$ cat src/rtl/hazard_pkg.sv
// Shared types and constants for the pipeline hazard controller.
package hazard_pkg;

    localparam int unsigned RegAddrW = 5;

    typedef enum logic {
        RUN,
        MEM_WAIT
    } state_e;

    localparam logic [1:0] FWD_NONE = 2'b00;
    localparam logic [1:0] FWD_WB   = 2'b01;
    localparam logic [1:0] FWD_MEM  = 2'b10;

endpackage

$ cat src/rtl/forward_unit.sv
// EX-stage operand forwarding select for one source operand.
module forward_unit
    import hazard_pkg::*;
(
    input  logic [RegAddrW-1:0] rs_e_i,
    input  logic [RegAddrW-1:0] rd_m_i,
    input  logic                reg_write_m_i,
    input  logic [RegAddrW-1:0] rd_w_i,
    input  logic                reg_write_w_i,
    output logic [1:0]          fwd_o
);

    // MEM holds the younger result, so it wins over WB.
    always_comb begin
        fwd_o = FWD_NONE;
        if (reg_write_m_i && (rd_m_i != '0) && (rd_m_i == rs_e_i)) begin
            fwd_o = FWD_MEM;
        end else if (reg_write_w_i && (rd_w_i != '0) && (rd_w_i == rs_e_i)) begin
            fwd_o = FWD_WB;
        end
    end

endmodule

$ cat src/rtl/hazard_ctrl.sv
// Pipeline hazard controller: stall/flush generation, forwarding and memory-wait timeout.
// Define HAZARD_PERF_EN to add the stall_cycles / flush_count performance counters.
module hazard_ctrl
    import hazard_pkg::*;
#(
    parameter int unsigned MEM_TIMEOUT = 16
) (
    input  logic                clk,
    input  logic                rst,
    input  logic [RegAddrW-1:0] Rs1D,
    input  logic [RegAddrW-1:0] Rs2D,
    input  logic [RegAddrW-1:0] Rs1E,
    input  logic [RegAddrW-1:0] Rs2E,
    input  logic [RegAddrW-1:0] RdE,
    input  logic                MemReadE,
    input  logic                RegWriteE,
    input  logic [RegAddrW-1:0] RdM,
    input  logic                RegWriteM,
    input  logic                MemReqM,
    input  logic                mem_ready,
    input  logic [RegAddrW-1:0] RdW,
    input  logic                RegWriteW,
    input  logic                PCSrcE,
    output logic                StallF,
    output logic                StallD,
    output logic                StallE,
    output logic                StallM,
    output logic                FlushD,
    output logic                FlushE,
    output logic                FlushW,
    output logic [1:0]          ForwardAE,
    output logic [1:0]          ForwardBE,
    output logic                mem_timeout_err
`ifdef HAZARD_PERF_EN
    ,
    output logic [31:0]         stall_cycles,
    output logic [31:0]         flush_count
`endif
);

    localparam int unsigned CntW = $clog2(MEM_TIMEOUT) + 1;
    localparam logic [CntW-1:0] CntMax = CntW'(MEM_TIMEOUT);
    localparam logic [CntW-1:0] CntErr = CntW'(MEM_TIMEOUT - 1);

    state_e          state_q, state_d;
    logic [CntW-1:0] cnt_q, cnt_d;
    logic            err_q, err_d;
    logic            load_use, mem_wait;
    logic [1:0]      fwd_a, fwd_b;
    logic            unused_regwrite_e;

    assign unused_regwrite_e = RegWriteE;

    assign load_use = MemReadE && (RdE != '0) && ((RdE == Rs1D) || (RdE == Rs2D));
    assign mem_wait = MemReqM && !mem_ready;

    // A redirect during mem_wait is deferred: EX is frozen and keeps PCSrcE asserted.
    always_comb begin
        StallF = 1'b0;
        StallD = 1'b0;
        StallE = 1'b0;
        StallM = 1'b0;
        FlushD = 1'b0;
        FlushE = 1'b0;
        FlushW = 1'b0;
        if (rst) begin
            FlushD = 1'b1;
            FlushE = 1'b1;
            FlushW = 1'b1;
        end else if (mem_wait) begin
            StallF = 1'b1;
            StallD = 1'b1;
            StallE = 1'b1;
            StallM = 1'b1;
            FlushW = 1'b1;
        end else if (PCSrcE) begin
            FlushD = 1'b1;
            FlushE = 1'b1;
        end else if (load_use) begin
            StallF = 1'b1;
            StallD = 1'b1;
            FlushE = 1'b1;
        end
    end

    forward_unit u_fwd_a (
        .rs_e_i        (Rs1E),
        .rd_m_i        (RdM),
        .reg_write_m_i (RegWriteM),
        .rd_w_i        (RdW),
        .reg_write_w_i (RegWriteW),
        .fwd_o         (fwd_a)
    );

    forward_unit u_fwd_b (
        .rs_e_i        (Rs2E),
        .rd_m_i        (RdM),
        .reg_write_m_i (RegWriteM),
        .rd_w_i        (RdW),
        .reg_write_w_i (RegWriteW),
        .fwd_o         (fwd_b)
    );

    assign ForwardAE = rst ? FWD_NONE : fwd_a;
    assign ForwardBE = rst ? FWD_NONE : fwd_b;

    always_comb begin
        state_d = state_q;
        cnt_d   = cnt_q;
        err_d   = err_q;
        unique case (state_q)
            RUN: begin
                if (mem_wait) begin
                    state_d = MEM_WAIT;
                    cnt_d   = '0;
                end
            end
            MEM_WAIT: begin
                if (mem_ready) begin
                    state_d = RUN;
                end else begin
                    if (cnt_q != CntMax) begin
                        cnt_d = cnt_q + CntW'(1);
                    end
                    if (cnt_d >= CntErr) begin
                        err_d = 1'b1;
                    end
                end
            end
            default: state_d = RUN;
        endcase
    end

    always_ff @(posedge clk or posedge rst) begin
        if (rst) begin
            state_q <= RUN;
            cnt_q   <= '0;
            err_q   <= 1'b0;
        end else begin
            state_q <= state_d;
            cnt_q   <= cnt_d;
            err_q   <= err_d;
        end
    end

    assign mem_timeout_err = err_q;

`ifdef HAZARD_PERF_EN
    logic [31:0] stall_cnt_q, flush_cnt_q;

    always_ff @(posedge clk or posedge rst) begin
        if (rst) begin
            stall_cnt_q <= '0;
            flush_cnt_q <= '0;
        end else begin
            if (StallF) begin
                stall_cnt_q <= stall_cnt_q + 32'd1;
            end
            if (FlushD) begin
                flush_cnt_q <= flush_cnt_q + 32'd1;
            end
        end
    end

    assign stall_cycles = stall_cnt_q;
    assign flush_count  = flush_cnt_q;
`endif

endmodule

$ cat config.mk
export PLATFORM = sky130hd
export DESIGN_NAME = hazard_ctrl
export DESIGN_NICKNAME = d
export VERILOG_FILES = /design/src/rtl/hazard_pkg.sv /design/src/rtl/forward_unit.sv /design/src/rtl/hazard_ctrl.sv
export SDC_FILE = /design/constraint.sdc
export NUM_CORES = 1
export LEC_CHECK = 0
export BUFFER_PORTS_ARGS = -buffer_cell sky130_fd_sc_hd__buf_2
export CORE_MARGIN = 2
export CORE_UTILIZATION = 42
export CTS_CLUSTER_DIAMETER = 200
export DETAILED_ROUTE_END_ITERATION = 6
export GPL_ROUTABILITY_DRIVEN = 0
export PLACE_DENSITY = 0.88
export SLEW_MARGIN = 0
export SYNTH_ARGS = -nofsm -noshare
export SYNTH_HDL_FRONTEND = slang
export SYNTH_SLANG_ARGS = --single-unit
$ cat constraint.sdc
create_clock -name clk -period 2.1 [get_ports clk]
set_input_delay 0.42 -clock clk [delete_from_list [all_inputs] [get_ports clk]]
set_output_delay 0.42 -clock clk [all_outputs]
set_load 0.005 [all_outputs]
Yosys cells after proc, flatten, opt, wreduce, memory -nomap -nowiden
Cells that the tools add are included.
{ "classes": {"add_sub_neg": 1, "shift": 0, "div_mod_pow": 0, "multipliers": 0, "reduce_logical": 16, "mux": 27, "bitwise_logic": 2, "n_eq_ne": 9, "n_lt_le_gt_ge": 1} }
{ "op_table": {"columns": ["cell", "n"], "rows": [
  ["5-bit equality test", 6],
  ["5-bit 2-to-1 mux", 5],
  ["1-bit 2-to-1 mux", 16],
  ["5-bit nonzero test", 3],
  ["5-bit case mux with 2 select lines", 1],
  ["1-bit logical AND", 9],
  ["2-bit 2-to-1 mux", 4],
  ["5-bit by 1-bit adder with 5-bit output, second input constant", 1],
  ["5-bit by 4-bit >= comparator with 1-bit output, second input constant", 1],
  ["5-bit != test, second input constant", 1],
  ["2-bit != test, second input constant", 2],
  ["3-bit AND reduction", 1],
  ["1-bit inverter", 2],
  ["1-bit case mux with 2 select lines", 1],
  ["2-bit AND reduction", 1],
  ["1-bit logical NOT", 1],
  ["1-bit logical OR", 1]
]} }
{ "word_totals": {"latch_bits": 0, "romBits": 0, "wordCells": 59, "n_memories": 0, "reg_bits": 7, "ram_bits": 0} }

Logic depth before layout (Yosys ltp)
Gate-level depths: netlist of the first run.
{ "logic_depth": {"ltp_word": 7, "ltp_mapped": 6, "mapped_depth_nobuf": 6} }

Modules after synthesis
Synthesis of the first run repeated with hierarchy kept, for this count alone.
{ "unflattened": {"hier_cells": 115, "area_unflattened_um2": 929.6} }
{ "modules_own_cells": {"columns": ["mod", "area_each_um2", "seq_area_each_um2", "cells_per_inst", "n_inst"], "rows": [
  ["hazard_ctrl", 626.9, 175.2, 75, 1],
  ["forward_unit", 151.4, 0.0, 20, 2]
]} }

Worst setup path after synthesis of the first run
Ideal clock, no wire load.
{ "synth_timing": {"path_kind": "input to output", "from": "input port RdM[1]", "to": "output port ForwardBE[0]", "cell_stages": 4, "slack_ps": 191, "arrival_ps": 1489, "path_buffers": 0, "t_required_ps": 1680, "cell_sequence": "or4_1 -> o21ai_2 -> nor3_2 -> nor4_2"} }
{ "synth_between": {"elab_chain_cells": 5, "elab_cells_between_ends": 6} }
{ "synth_rtl": {"columns": ["item", "line_no", "source"], "rows": [
  ["start: declaration", "hazard_ctrl.sv:17", "input logic [RegAddrW-1:0] RdM,"],
  ["5-bit nonzero test", "forward_unit.sv:16", "if (reg_write_m_i && (rd_m_i != '0) && (rd_m_i == rs_e_i)) begin"],
  ["1-bit logical AND", "forward_unit.sv:16", null],
  ["1-bit logical AND (*)", "forward_unit.sv:16", null],
  ["2-bit 2-to-1 mux (*)", "forward_unit.sv:16", null],
  ["2-bit 2-to-1 mux (*)", "hazard_ctrl.sv:105", "assign ForwardBE = rst ? FWD_NONE : fwd_b;"],
  ["end: declaration", "hazard_ctrl.sv:32", "output logic [1:0] ForwardBE,"]
]} }
Mark *: on every way between the ends. The rest lies on a longest branch, timed or not.

Final worst setup path of the first run
{ "layout_timing": {"from": "input port RdW[0]", "to": "output port ForwardBE[0]"} }
{ "layout_between": {"elab_chain_cells": 6, "elab_cells_between_ends": 7} }
{ "layout_rtl": {"columns": ["item", "line_no", "source"], "rows": [
  ["start: declaration", "hazard_ctrl.sv:21", "input logic [RegAddrW-1:0] RdW,"],
  ["5-bit nonzero test", "forward_unit.sv:18", "end else if (reg_write_w_i && (rd_w_i != '0) && (rd_w_i == rs_e_i)) begin"],
  ["1-bit logical AND", "forward_unit.sv:18", null],
  ["1-bit logical AND (*)", "forward_unit.sv:18", null],
  ["1-bit 2-to-1 mux (*)", "forward_unit.sv:18", null],
  ["2-bit 2-to-1 mux (*)", "forward_unit.sv:16", null],
  ["2-bit 2-to-1 mux (*)", "hazard_ctrl.sv:105", null]
]} }
Marks and branches as above.

==> qor.txt, run 1 <==
dpl cells: 192
starting density of the core: 44.52%
Seq/Total Area, Yosys: 20.06%
# hold bufs at CTS: 0
num rows: 16
first-pass GRT wire length: 4167 µm
CP Capture Type: output port
H-tree levels: 1
pwr dens: 427.3 nW/µm²
leakage power: 0.6141 nW
Post-Synthesis Cell Area: 873.3 µm²
layout cells sized above 1: 42.60%
Total GRT Usage: 21.36%
register clock-pin slew on the reported worst setup and hold paths: 60 ps
routed wire length: 2588 µm
root buf cell: clkbuf_4
Int Pwr: 0.3463 mW
sequential power share: 31.9%
grt total ovfl: 0
CTS tree: done
synth warn: 0
fmax: 478.6 MHz
max incr delay on CP: 450 ps
relative slew slack: 74.07%
Worst-Skew Late Latency: 260 ps
initial antenna violation count: 0
DR DRC count: 0
most common cell after layout, fill and taps aside: buf_2
outcome: finished clean
Slew Limit Fails: 0
Syn Area/Cell: 8.239 µm²
WHS: 168.7 ps
setup TNS: 0 ps
VDD IR max: 280.5 µV
wire per inst: 13.20 µm
part of the cycle the worst path needs: 99.49%
largest net degree at the start of global routing: 9
Max stage delay cell, worst path: or4_4
worst clock skew: 1.170 ps
Layout Area Growth over Synthesis: 47.71%
CP Data Required Time: 1680 ps
Post-DRT Antenna Nets: 0
routed via count: 1008
Via-to-Cell Ratio: 5.143
die area: 2460 µm²
DP HPWL: 2090 µm
Die H: 49.60 µm
cell chain of the critical path: buf_2, or4_1, o211ai_1, or4_4, nor4_4, buf_2
Switch Pwr: 0.2049 mW
Worst Tran Pin Value: 383.8 ps
clock sink total: 7
Finished Layout Cells: 196
# IOs: 56
Synthesized Nets: 153
total CTS buffers: 3
crit path launch type: input port
worst-path maximum fanout: 3
Finish-stage setup viols: 0
most used cell, CP: buf_2
Comb pwr share: 44.6%
core area: 1962 µm²
max cap viols: 0
antenna cells: 0
IO Port Bufs: 54
commonest non-fill, non-tap cells in the layout: buf_2 (51), xor2_1 (19), xnor2_1 (14)
Synth cell types: 29
vias in the first global route: 1001
Final min period: 2089 ps
CP arrival: 1670 ps
post-synthesis instance total: 106
Worst Hold Class: in2async
Setup CP Type: in2out
#FFs+latches synth: 7
clock power share: 23.5%
Detailed Routing Iterations Pass 1: 4
Die X: 49.60 µm
Sw Ratio: 37.17%
Hold Violations, Final: 0
Final nets: 217
clk buf depth: 2
1st-iter DRT viols: 16
[path summary, 6_finish.rpt]
check	start	endpoint	slack, ps	depth (start not counted)
max	RdW[0]	ForwardBE[0]	10	6
min	rst	cnt_q[2]$_DFFE_PP0P_	170	3
max reg2reg	cnt_q[0]$_DFFE_PP0P_	cnt_q[2]$_DFFE_PP0P_	370	6
min reg2reg	mem_timeout_err$_DFFE_PP0P_	mem_timeout_err$_DFFE_PP0P_	490	2
max in group asynchronous	rst	mem_timeout_err$_DFFE_PP0P_	1800	3
min in group clk	mem_timeout_err$_DFFE_PP0P_	mem_timeout_err$_DFFE_PP0P_	490	2
[cell families (layout without fill, tap and decap cells)]
| family | after synthesis | count (layout) | synth area share, % |
|---|---|---|---|
| AND/OR/NAND/NOR | 36 | 36 | 23.78 |
| XOR/XNOR | 33 | 33 | 33.09 |
| AO/OA/AOI/OAI | 19 | 19 | 13.75 |
| flip-flops | 7 | 7 | 20.06 |
| buffers and inverters | 7 | 70 | 3.868 |
| adder cells (fa/ha/maj) | 3 | 3 | 4.298 |
| multiplexers | 1 | 1 | 1.146 |
[layer usage]
layer	up-vias	part of all wire [%]	track usage (%)	wire length, µm
li1	498	-	-	-
met1	463	41	22.24	1051
met2	43	53	43.78	1363
met3	4	5.7	2.424	148
met4	0	0.97	5.556	25
met5	-	0	0	0
[sequential cells by signal (all words and copies together) (netlist names)]
signal           count
cnt_q                5
mem_timeout_err      1
state_q              1
[power by group through the flow]
| stage | combinational, mW | clock [mW] | sequential (mW) |
|---|---|---|---|
| after floorplan | 0.132 | 0 | 0.171 |
| after global placement | 0.219 | 0 | 0.175 |
| after detailed placement | 0.234 | 0 | 0.177 |
| after CTS | 0.241 | 0.130 | 0.176 |
| after global routing | 0.270 | 0.135 | 0.180 |
| final | 0.246 | 0.130 | 0.176 |
[worst max-delay path: cells and delay by family]
| kind | cells | cell delay [ps] |
|---|---|---|
| buf+inv | 2 | 280 |
| simple gates | 3 | 860 |
| compound gates | 1 | 110 |
[cell usage after synthesis, drive strengths merged]
| cell type | instances | area (µm²) |
|---|---|---|
| ha | 3 | 37.54 |
| o22ai | 1 | 6.260 |
| xor2 | 19 | 166.4 |
| buf | 2 | 15.01 |
| or2 | 1 | 6.260 |
| nand2b | 4 | 25.02 |
| o31ai | 2 | 15.01 |
| nor4bb | 1 | 10.01 |
| nor3 | 7 | 40.04 |
| dfrtp | 7 | 175.2 |
| nor2b | 1 | 6.260 |
| a22oi | 1 | 7.510 |
| mux2i | 1 | 10.01 |
| inv | 5 | 18.77 |
| or4 | 4 | 30.03 |
| o211ai | 2 | 15.01 |
| o21ai | 7 | 38.79 |
| xnor2 | 14 | 122.6 |
| a21oi | 4 | 20.02 |
| nand3 | 5 | 25.02 |
| a22o | 1 | 8.760 |
| nand2 | 5 | 18.77 |
| o2bb2ai | 1 | 8.760 |
| nor2 | 4 | 15.01 |
| nor4 | 3 | 25.02 |
| and2 | 1 | 6.260 |
[cell type report]
type                    instances  area [µm²]
inverters                       5       18.77
flip-flops and latches          7       175.2
repair buffers                 61       337.8
multi-input cells              92       698.2
well taps                      27       33.78
clock buffers                   4       26.28
fillers                       163       671.9
[timing repair]
item | CTS | global route
buffers inserted | 0 | 1
endpoints found under the setup margin | 2 | 3
hold endpoints to repair | 0 | 0
pin swaps | 6 | 6
gates resized for setup | 6 | 4
[per-stage QoR]
step	area [µm²]	power, mW	setup slack, ps	util [%]
floorplan	873.3	0.3028	190.7	-
global placement	1215	0.3945	-51.74	61.93
detailed placement	1215	0.4107	-71.18	61.93
CTS	1271	0.5466	-7.389	64.80
global route	1290	0.5847	-25.69	65.75
finish	1290	0.5512	10.77	65.75
Note: power is estimated with default switching activity, not from simulation.
==> inputs of run 2 (changes only) <==
--- a/config.mk
+++ b/config.mk
@@ -11,7 +11,7 @@
 export CTS_CLUSTER_DIAMETER = 200
 export DETAILED_ROUTE_END_ITERATION = 6
 export GPL_ROUTABILITY_DRIVEN = 0
-export PLACE_DENSITY = 0.88
+export PLACE_DENSITY = 0.79
 export SLEW_MARGIN = 0
 export SYNTH_ARGS = -nofsm -noshare
 export SYNTH_HDL_FRONTEND = slang
==> qor.txt, run 2 (same netlist as run 1, synthesis figures left out) <==
outcome: finished clean (unchanged)
DR DRC count: 0 (unchanged)
grt total ovfl: 0 (unchanged)
Reg with most FFs: cnt_q (unchanged)
total CTS buffers: 3 (unchanged)
# hold bufs at CTS: 0 (unchanged)
Setup WS pre-CTS: -100.0 ps (was -71.18 ps)
layout cells sized above 1: 41.76% (was 42.60%)
Final nets: 218 (was 217)
most common cell after layout, fill and taps aside: buf_2 (unchanged)
IO Port Bufs: 54 (unchanged)
Total GRT Usage: 21.20% (was 21.36%)
clock sink total: 7 (unchanged)
CP Data Required Time: 1680 ps (about the same)
Die H: 49.60 µm (unchanged)
Final min period: 2085 ps (was 2089 ps)
Worst-Skew Late Latency: 260 ps (about the same)
leakage power: 0.6174 nW (was 0.6141 nW)
crit path launch type: input port (unchanged)
register clock-pin slew on the reported worst setup and hold paths: 60 ps (about the same)
first-pass GRT wire length: 4064 µm (was 4167 µm)
num rows: 16 (unchanged)
wire per inst: 12.77 µm (was 13.20 µm)
core area: 1962 µm² (unchanged)
final worst slack: 14.74 ps (was 10.77 ps)
clk buf depth: 2 (unchanged)
filler cell count: 174 (was 163)
sequential cell area: 175.2 µm² (unchanged)
CP arrival: 1670 ps (about the same)
Layout Area Growth over Synthesis: 46.99% (was 47.71%)
Detailed Routing Iterations Pass 1: 4 (unchanged)
Worst Hold Class: in2async (unchanged)
CP Capture Type: output port (unchanged)
max reg flops: 5 (unchanged)
Slew Limit Fails: 0 (unchanged)
vias in the first global route: 993 (was 1001)
footprint of the multi-input gates: 680.7 µm² (was 698.2 µm²)
Hold Violations, Final: 0 (unchanged)
Setup CP Type: in2out (unchanged)
Die X: 49.60 µm (unchanged)
fmax: 479.6 MHz (was 478.6 MHz)
WHS: 156.3 ps (was 168.7 ps)
die area: 2460 µm² (unchanged)
H-tree levels: 1 (unchanged)
DP HPWL: 2159 µm (was 2090 µm)
routed wire length: 2515 µm (was 2588 µm)
CTS tree: done (unchanged)
commonest non-fill, non-tap cells in the layout: buf_2 (51), xor2_1 (19), xnor2_1 (14) (unchanged)
routed via count: 989 (was 1008)
relative slew slack: 74.03% (was 74.07%)
1st-iter DRT viols: 29 (was 16)
starting density of the core: 44.52% (unchanged)
initial antenna violation count: 0 (unchanged)
Worst Tran Pin Value: 384.3 ps (was 383.8 ps)
VDD IR max: 344.1 µV (was 280.5 µV)
pwr dens: 424.2 nW/µm² (was 427.3 nW/µm²)
part of the cycle the worst path needs: 99.30% (was 99.49%)
Post-DRT Antenna Nets: 0 (unchanged)
RSZ-0062 raised after global routing: yes
antenna cells: 0 (unchanged)
setup TNS: 0 ps (unchanged)
# IOs: 56 (unchanged)
largest net degree at the start of global routing: 9 (unchanged)
max cap viols: 0 (unchanged)
worst clock skew: 3.669 ps (was 1.170 ps)
Finish-stage setup viols: 0 (unchanged)
root buf cell: clkbuf_4 (unchanged)
Via-to-Cell Ratio: 5.020 (was 5.143)
worst-path maximum fanout: 3 (unchanged)
-- run 2: cell count changes in the layout (fill, tap and decap cells not counted) --
| cell | previous run | this run |
|---|---|---|
| nor4_4 | 1 | 0 |
| nor3_1 | 4 | 5 |
| or4_1 | 2 | 3 |
| buf_6 | 2 | 3 |
| nor3_2 | 3 | 2 |
| or4_4 | 2 | 1 |
| nor4_2 | 0 | 1 |
-- run 2: what timing repair did --
action	in CTS	in global routing
gates resized for setup	2	4
cloned	0	0
setup endpoints to repair	1	2
pin swaps	4	2
buffers inserted	1	1
hold endpoints to repair	0	0
-- run 2: worst max-delay path, stage by stage --
cell	delay (ps)
buf_2	120
xor2_1	150
or4_1	520
nor4_2	300
buf_2	160
-- run 2: through the flow --
stage          utilization (%)  instances  power (mW)  instance area [µm²]
6_report                 65.43        197      0.5446                 1284
5_1_grt                  65.43        197      0.5818                 1284
4_1_cts                  63.78        196      0.5426                 1251
3_5_place_dp             61.93        192      0.4082                 1215
3_3_place_gp             61.93        192      0.3961                 1215
2_1_floorplan                -        106      0.3028                873.3
-- run 2: worst paths after layout --
kind                                                   from                     endpoint  slack [ps]  depth (start not counted)
worst max register to register         cnt_q[0]$_DFFE_PP0P_         cnt_q[2]$_DFFE_PP0P_         420                          6
worst min-delay path                                    rst         cnt_q[4]$_DFFE_PP0P_         160                          3
worst min register to register  mem_timeout_err$_DFFE_PP0P_  mem_timeout_err$_DFFE_PP0P_         470                          2
worst max-delay path                                 RdW[4]                 ForwardBE[0]          10                          5
min in group clk                mem_timeout_err$_DFFE_PP0P_  mem_timeout_err$_DFFE_PP0P_         470                          2
max in group asynchronous                               rst         cnt_q[1]$_DFFE_PP0P_        1810                          3
-- run 2: layer usage --
| layer | wire, µm | track usage (%) | part of all wire (%) | vias up |
|---|---|---|---|---|
| met3 | 158 | 5.152 | 6.3 | 2 |
| met4 | 15 | 2.778 | 0.60 | 0 |
| met5 | 0 | 0 | 0 | - |
| met2 | 1339 | 42.22 | 53 | 39 |
| li1 | - | - | - | 502 |
| met1 | 1002 | 22.51 | 40 | 446 |
-- run 2: area by class of cell --
cell class                 count  share of cell area, %
multi-input combinational     92                  53.02
tap                           27                  2.632
inverter                       5                  1.462
timing repair buffer          62                  27.19
sequential                     7                  13.65
clock buffer                   4                  2.047
-- run 2: power breakdown --
part           switching (mW)  total [mW]  internal (mW)
logic                   0.119       0.242          0.123
clock network          0.0558       0.129         0.0729
registers              0.0225       0.173          0.151
